<file path="config.mk">
export PLATFORM = sky130hd
export DESIGN_NAME = fsm3_onehot_seq
export DESIGN_NICKNAME = d
export VERILOG_FILES = /design/src/rtl/fsm3_pkg.sv /design/src/rtl/fsm3_next_logic.sv /design/src/rtl/fsm3_onehot_seq.sv
export SDC_FILE = /design/constraint.sdc
export NUM_CORES = 1
export LEC_CHECK = 0
export BUFFER_PORTS_ARGS = -buffer_cell sky130_fd_sc_hd__buf_2
export CORE_MARGIN = 2
export CORE_UTILIZATION = 45
export DETAILED_ROUTE_END_ITERATION = 8
export GPL_ROUTABILITY_DRIVEN = 0
export GPL_TIMING_DRIVEN = 0
export PLACE_DENSITY = 0.78
export SKIP_CTS_REPAIR_TIMING = 1
export SYNTH_ARGS = -nofsm -noshare
export SYNTH_HDL_FRONTEND = slang
export SYNTH_HIERARCHICAL = 1
export SYNTH_SLANG_ARGS = --single-unit
</file>
<file path="constraint.sdc">
create_clock -name clk -period 1.59 [get_ports clk]
set_clock_uncertainty 0.1 [all_clocks]
set_input_delay 0 -clock clk [delete_from_list [all_inputs] [get_ports clk]]
set_output_delay 0 -clock clk [all_outputs]
set_load 0.05 [all_outputs]
</file>
<file path="src/rtl/fsm3_pkg.sv">
// ============================================================
// fsm3_pkg: shared state encoding and helpers for the fsm3 sequencer
// Revision: 1.0
// ============================================================
`default_nettype none

package fsm3_pkg;

   localparam int unsigned IDX_A = 0;
   localparam int unsigned IDX_B = 1;
   localparam int unsigned IDX_C = 2;
   localparam int unsigned IDX_D = 3;

   localparam logic [3:0] RESET_STATE = 4'b0001;

   typedef enum logic [3:0] {
      ST_A = 4'b0001,
      ST_B = 4'b0010,
      ST_C = 4'b0100,
      ST_D = 4'b1000
   } state_t;

   function automatic logic is_onehot(input logic [3:0] v);
      return (v != 4'd0) && ((v & (v - 4'd1)) == 4'd0);
   endfunction

endpackage

`default_nettype wire

</file>
<file path="src/rtl/fsm3_next_logic.sv">
// ============================================================
// fsm3_next_logic: combinational one-hot next-state equations
// Revision: 1.0
// ============================================================
`default_nettype none

module fsm3_next_logic
   import fsm3_pkg::*;
(
   input  logic [3:0] state,
   input  logic       in,
   output logic [3:0] next_state
);

   always_comb begin
      next_state        = 4'b0000;
      next_state[IDX_A] = (state[IDX_A] | state[IDX_C]) & ~in;
      next_state[IDX_B] = (state[IDX_A] | state[IDX_B] | state[IDX_D]) & in;
      next_state[IDX_C] = (state[IDX_B] | state[IDX_D]) & ~in;
      next_state[IDX_D] = state[IDX_C] & in;
   end

endmodule

`default_nettype wire

</file>
<file path="src/rtl/fsm3_onehot_seq.sv">
// ============================================================
// fsm3_onehot_seq: qualified one-hot sequencer with load, match count, err
// Revision: 1.0
// ============================================================
`default_nettype none

module fsm3_onehot_seq
   import fsm3_pkg::*;
#(
   parameter int COUNT_W = 8
) (
   input  logic               clk,
   input  logic               reset,
   input  logic               in_valid,
   input  logic               in,
   input  logic               load,
   input  logic [3:0]         load_state,
   input  logic               count_clr,
   output logic [3:0]         state,
   output logic               out,
   output logic [COUNT_W-1:0] match_count,
   output logic               err
);

   localparam logic [COUNT_W-1:0] CNT_MAX = '1;
   localparam logic [COUNT_W-1:0] CNT_ONE = COUNT_W'(1);

   state_t             state_q, state_d;
   logic [COUNT_W-1:0] cnt_q, cnt_d;
   logic               err_q, err_d;
   logic [3:0]         step_next;
   logic               inc;

   fsm3_next_logic u_next (
      .state      (state_q),
      .in         (in),
      .next_state (step_next)
   );

   always_ff @(posedge clk) begin
      if (reset) begin
         state_q <= state_t'(RESET_STATE);
         cnt_q   <= '0;
         err_q   <= 1'b0;
      end else begin
         state_q <= state_d;
         cnt_q   <= cnt_d;
         err_q   <= err_d;
      end
   end

   // Load beats step; only a genuine C->D step is counted, never a load into D.
   always_comb begin
      state_d = state_q;
      cnt_d   = cnt_q;
      err_d   = err_q;
      inc     = 1'b0;
      if (load) begin
         if (is_onehot(load_state)) begin
            state_d = state_t'(load_state);
         end else begin
            state_d = ST_A;
            err_d   = 1'b1;
         end
      end else if (in_valid) begin
         state_d = state_t'(step_next);
         inc     = state_q[IDX_C] & step_next[IDX_D];
      end
      if (count_clr) begin
         cnt_d = '0;
      end else if (inc && (cnt_q != CNT_MAX)) begin
         cnt_d = cnt_q + CNT_ONE;
      end
   end

   assign state       = state_q;
   assign out         = state_q[IDX_D];
   assign match_count = cnt_q;
   assign err         = err_q;

endmodule

`default_nettype wire

</file>
Word-level counts from Yosys, hierarchy flattened
Cells that the tools add are included. W data, S select, Z words.

Bits in registers: 13. Input bits: 10. Output and inout bits: 14. Logic and storage cells: 30.

Add/subtract/negate cells: 2. Equality and inequality tests: 1. Muxes and demuxes: 5. Bitwise operators: 12. Reduce and logical (&&, ||, !) cells: 7.

Operators with widths (number): $mux W4 (3); $add A8 B1 Y8 const B (1); $ne A8 B8 Y1 const B (1); $and A1 B1 Y1 (5); $and A4 B4 Y4 (1); $logic_not A4 Y1 (1); $or A1 B1 Y1 (4); $reduce_bool A4 Y1 (1); $sub A4 B1 Y4 const B (1); $logic_and A1 B1 Y1 (2); $mux W1 (2); $not A1 Y1 (2); $reduce_and A2 Y1 (1); $reduce_bool A2 Y1 (1); $reduce_or A2 Y1 (1).

Longest topological paths before layout
Depth after elaboration: 6. Gate-level depth with buffers: 5. Mapped depth without buffers: 4.

Cells and area by module
The synthesis kept the hierarchy.

By module, submodules not included: fsm3_onehot_seq (times used 1, cells an instance 84, area each 779.5 um^2, seq. area each 260.2 um^2); fsm3_next_logic (times used 1, cells an instance 4, area each 35.0 um^2, seq. area each 0.0 um^2).

Least setup slack after synthesis
OpenSTA, ideal clock, no wires.

Path type: flip-flop to flip-flop. Start point: register state_q[2] (netlist: state[2]). End point: register cnt_q[4] (netlist: match_count[4]). Library setup time: 0.121 ns. Arrival: 1.626 ns. Required time: 1.369 ns. Path slack: -0.257 ns. Cell stages (with the launch flop): 6. Path buffers: 1. Clock period less this slack: 1.847 ns. Cells stage by stage: dfxtp_1 and2_1 and4b_1 buf_4 nand4_2 mux2_4.

Longest elaborated chain between the ends: 5.

Ends and longest elaborated chain: start: declaration (line fsm3_onehot_seq.sv:28) `state_t state_q, state_d;`; start signal: assignment (line fsm3_onehot_seq.sv:42) `state_q <= state_t'(RESET_STATE);`; start signal: assignment (line fsm3_onehot_seq.sv:46) `state_q <= state_d;`; $and A1 B1 Y1 (line fsm3_next_logic.sv:20) `next_state[IDX_D] = state[IDX_C] & in;`; net step_next[3] (line fsm3_onehot_seq.sv:31) `logic [3:0] step_next;`; $and A1 B1 Y1 (line fsm3_onehot_seq.sv:67) `inc = state_q[IDX_C] & step_next[IDX_D];`; $mux W1 (line fsm3_onehot_seq.sv:65) `end else if (in_valid) begin`; $mux W1 (line fsm3_onehot_seq.sv:58) `if (load) begin`; $logic_and A1 B1 Y1 (line fsm3_onehot_seq.sv:71) `end else if (inc && (cnt_q != CNT_MAX)) begin`; end signal: assignment (line fsm3_onehot_seq.sv:47) `cnt_q <= cnt_d;`; end: declaration (line fsm3_onehot_seq.sv:29) `logic [COUNT_W-1:0] cnt_q, cnt_d;`.

The timed path passes the listed nets, and every way through them passes these cells. A chain may end at the register's enable or synchronous reset.

Worst setup path in the final report
Start point: register cnt_q[0] (netlist: match_count[0]). End point: register cnt_q[3] (netlist: match_count[3]).

Longest elaborated chain between the ends: 2. Elaborated cells on any way between the ends: 3. Those cells by class: add/sub: 1; eq/ne: 1; reduce/logical: 1.

Ends and longest elaborated chain: branches (longest 2 deep; another with $add A8 B1 Y8).

Parallel ways; which one is timed is not known.

==> summary.md <==
## Routing
• **number of routed nets with antenna violations** 0
• **drt drc** 0
• **vias per cell** 5.66
• **violation count after the first detailed-routing iteration** 17
• **average wire per standard cell** 12.9 µm
• **via count of the routed design** 804
• **total length of routed wires** 1840 µm
• **iteration count of the initial detailed-routing pass** 4

## Status
• **outcome** finished, violations left
• **violations in the final reports** hold timing

## Clocking
• **cts bufs inserted** 3
• **clock net sink count** 13
• **cell at the root of the clock tree** sky130_fd_sc_hd__clkbuf_4
• **clock tree from TritonCTS** built
• **clk slew on worst S/H paths** 80 ps
• **clock insertion delay at the later pin of the skew report** 280 ps
• **CTS H-Tree Depth** 1
• **Max Buffers Root-to-Sink** 2

## STA
• **time the final worst path needs with I/O delays and setup** 1560 ps
• **count of pins over their slew limit** 0
• **Final TNS setup** 0 ps
• **hold violation count in the final report** 2
• **Slew Limit Headroom** 77.6%
• **Max Clk Rate** 640 MHz
• **fraction of the cycle the final worst path needs** 98.3%
• **final-report setup violation count** 0
• **setup repair after global routing missed its margin** yes
• **transition at the pin with the smallest max-transition slack** 335 ps
• **Post-Route Hold Slack** -4.67 ps

## Final layout
• **number of inserted diodes** 0
• **non-filler instance count after layout** 142
• **signed area change from the synthesized netlist to the final layout** 26.4%
• **ratio of cells with drive above 1 in the final layout** 36.8%
• **nets@finish** 129
• **final standard cell utilization of the core** 60.3%

## Synth
• **post-synthesis sequential element count** 13
• **Avg Synthesized Cell Area** 9.26 µm²
• **share of the yosys chip area belonging to registers** 32.0%
• **dominant cell type by area after synthesis** sky130_fd_sc_hd__dfxtp_1
• **area share of the largest cell type after synthesis** 32.0%
• **most frequently used cell type in the post-synthesis netlist** sky130_fd_sc_hd__dfxtp_1
• **total of warnings raised by yosys** 6
• **Distinct cells, synth** 39
• **Synthesized Nets** 99
• **EDFF count, synth** 0
• **Synth area leaders** sky130_fd_sc_hd__dfxtp_1 32%, sky130_fd_sc_hd__mux2i_1 6.1%, sky130_fd_sc_hd__mux2_2 4.1%, sky130_fd_sc_hd__nand2_1 3.2%, sky130_fd_sc_hd__and2_1 3.1%
• **number of instances in the synthesized netlist** 88
• **top cell types by occurrence after synthesis** 13 x sky130_fd_sc_hd__dfxtp_1, 7 x sky130_fd_sc_hd__nand2_1, 5 x sky130_fd_sc_hd__mux2i_1
• **post-synthesis instance area** 815 µm²
• **share of synthesized flip-flops with an asynchronous set or reset** 0%
• **Primary FF master, synth** sky130_fd_sc_hd__dfxtp_1

## Power and ir drop
• **power per standard cell area** 656 nW/µm²
• **maximum VDD drop** 0.474 mV
• **leak pwr** 0.000429 µW

## Worst setup path
• **required arrival time at the worst endpoint** 1650 ps
• **endpoint kind of the worst setup timing path** register
• **crit path kind** reg2reg
• **largest driver fanout on the critical path** 7
• **kind of start point of the critical path** register
• **data arrival time at the worst-slack endpoint** 1620 ps

## Die
• **die footprint** 2170 µm²
• **Starting Density** 47.7%
• **number of standard-cell rows in the floorplan** 15
• **total core area** 1710 µm²
• **number of ports placed on the die boundary** 24
• **Die Y** 46.5 µm
• **horizontal die dimension** 46.5 µm

## Global route
• **global-route usage over all layers** 20.5%
• **Remaining Overflow, GRT** 0
• **antenna violations before repair** 0
• **number of global-route vias before repair** 748
• **pin count of the biggest net entering global routing** 11
• **global-route wire length before repair** 3130 µm

## Flow run
• **max-capacitance violation count** 0

## Place
• **estimated wirelength of the detail-placed design** 1370 µm
• **count of input and output buffers** 21
• **placed insts** 134

## Worst hold path
• **kind of path behind the tightest hold check** in2reg

where the power goes:
group	internal, µW	switching [µW]	total, µW
Clock	97.3	109	206
Combinational	51.9	77.1	129
Sequential	333	7.47	340
Total	482	193	675
metrics by stage:
step | instance area [µm²] | setup slack, ps | power [µW]
after floorplan | 823 | 0.669 | 435
after detailed placement | 960 | -18.8 | 472
final | 1030 | 26.5 | 675
after CTS | 986 | -34.7 | 673
after global placement | 960 | 38.5 | 469
after global routing | 1030 | -36.4 | 714
worst paths after layout:
path                            cells after the start                   startpoint  slack, ps                          end
worst min register to register                      2  match_count[1]$_SDFFE_PP0P_        380  match_count[1]$_SDFFE_PP0P_
worst max register to register                      4  match_count[0]$_SDFFE_PP0P_         30  match_count[3]$_SDFFE_PP0P_
worst max-delay path                                4  match_count[0]$_SDFFE_PP0P_         30  match_count[3]$_SDFFE_PP0P_
worst min-delay path                                3                load_state[2]         -5        state[2]$_SDFFE_PP0P_
sequential cells by signal, indices dropped and copies added, names as in the netlist:
signal       cells
state            4
err              1
match_count      8
logic make-up (layout without fill, tap and decap cells):
family,Yosys count,in the layout,share of synthesized area (%)
xor gates and xnor gates,2,2,2.15
buffers and inverters,6,35,4.76
adders and majority gates,1,1,1.54
muxes,9,9,12.1
DFF,13,13,32.0
AOI/OAI and AO/OA,24,24,22.9
and+or+nand+nor,33,33,24.6
per-layer routing:
metal | vias up | part of all wire (%) | GRT usage (%)
met5 | - | 0 | 0
met4 | 0 | 2.0 | 14.3
met3 | 4 | 4.2 | 3.53
met2 | 31 | 51 | 34.2
met1 | 366 | 43 | 23.3
li1 | 403 | - | -
cell type report:
cell class | count | area (µm²)
timing repair buffer | 25 | 143
clock buffer | 4 | 26.3
multi-input combinational | 69 | 524
fill | 154 | 678
tap | 25 | 31.3
inverter | 2 | 7.51
buffer | 4 | 31.3
sequential | 13 | 267
critical path: stages (launching register included):
cell and delay, ps:
sky130_fd_sc_hd__dfxtp_2 350, sky130_fd_sc_hd__ha_2 230, sky130_fd_sc_hd__and4_1 260, sky130_fd_sc_hd__a2111oi_2 390
sky130_fd_sc_hd__nor3_1 100
cells in the final DEF, fill, tap and decap left out, types with 2 or more instances in the layout:
master                           n
sky130_fd_sc_hd__nand4b_1        2
sky130_fd_sc_hd__mux2i_1         5
sky130_fd_sc_hd__o31a_1          2
sky130_fd_sc_hd__nand3_1         2
sky130_fd_sc_hd__or3_1           2
sky130_fd_sc_hd__o211ai_1        2
sky130_fd_sc_hd__a21oi_1         4
sky130_fd_sc_hd__nor2_1          3
sky130_fd_sc_hd__xor2_1          2
sky130_fd_sc_hd__o21ai_0         3
sky130_fd_sc_hd__inv_1           2
sky130_fd_sc_hd__dfxtp_2         2
sky130_fd_sc_hd__dfxtp_1        10
sky130_fd_sc_hd__and2_1          4
sky130_fd_sc_hd__nand2_1         7
sky130_fd_sc_hd__buf_2          22
sky130_fd_sc_hd__a211oi_1        3
sky130_fd_sc_hd__dlygate4sd3_1   3
sky130_fd_sc_hd__nor3_1          4
sky130_fd_sc_hd__clkbuf_4        3
sky130_fd_sc_hd__o21ba_2         2
sky130_fd_sc_hd__buf_4           3
sky130_fd_sc_hd__a41oi_1         2
sky130_fd_sc_hd__mux2_2          3
Power figures use the tool's default switching activity.
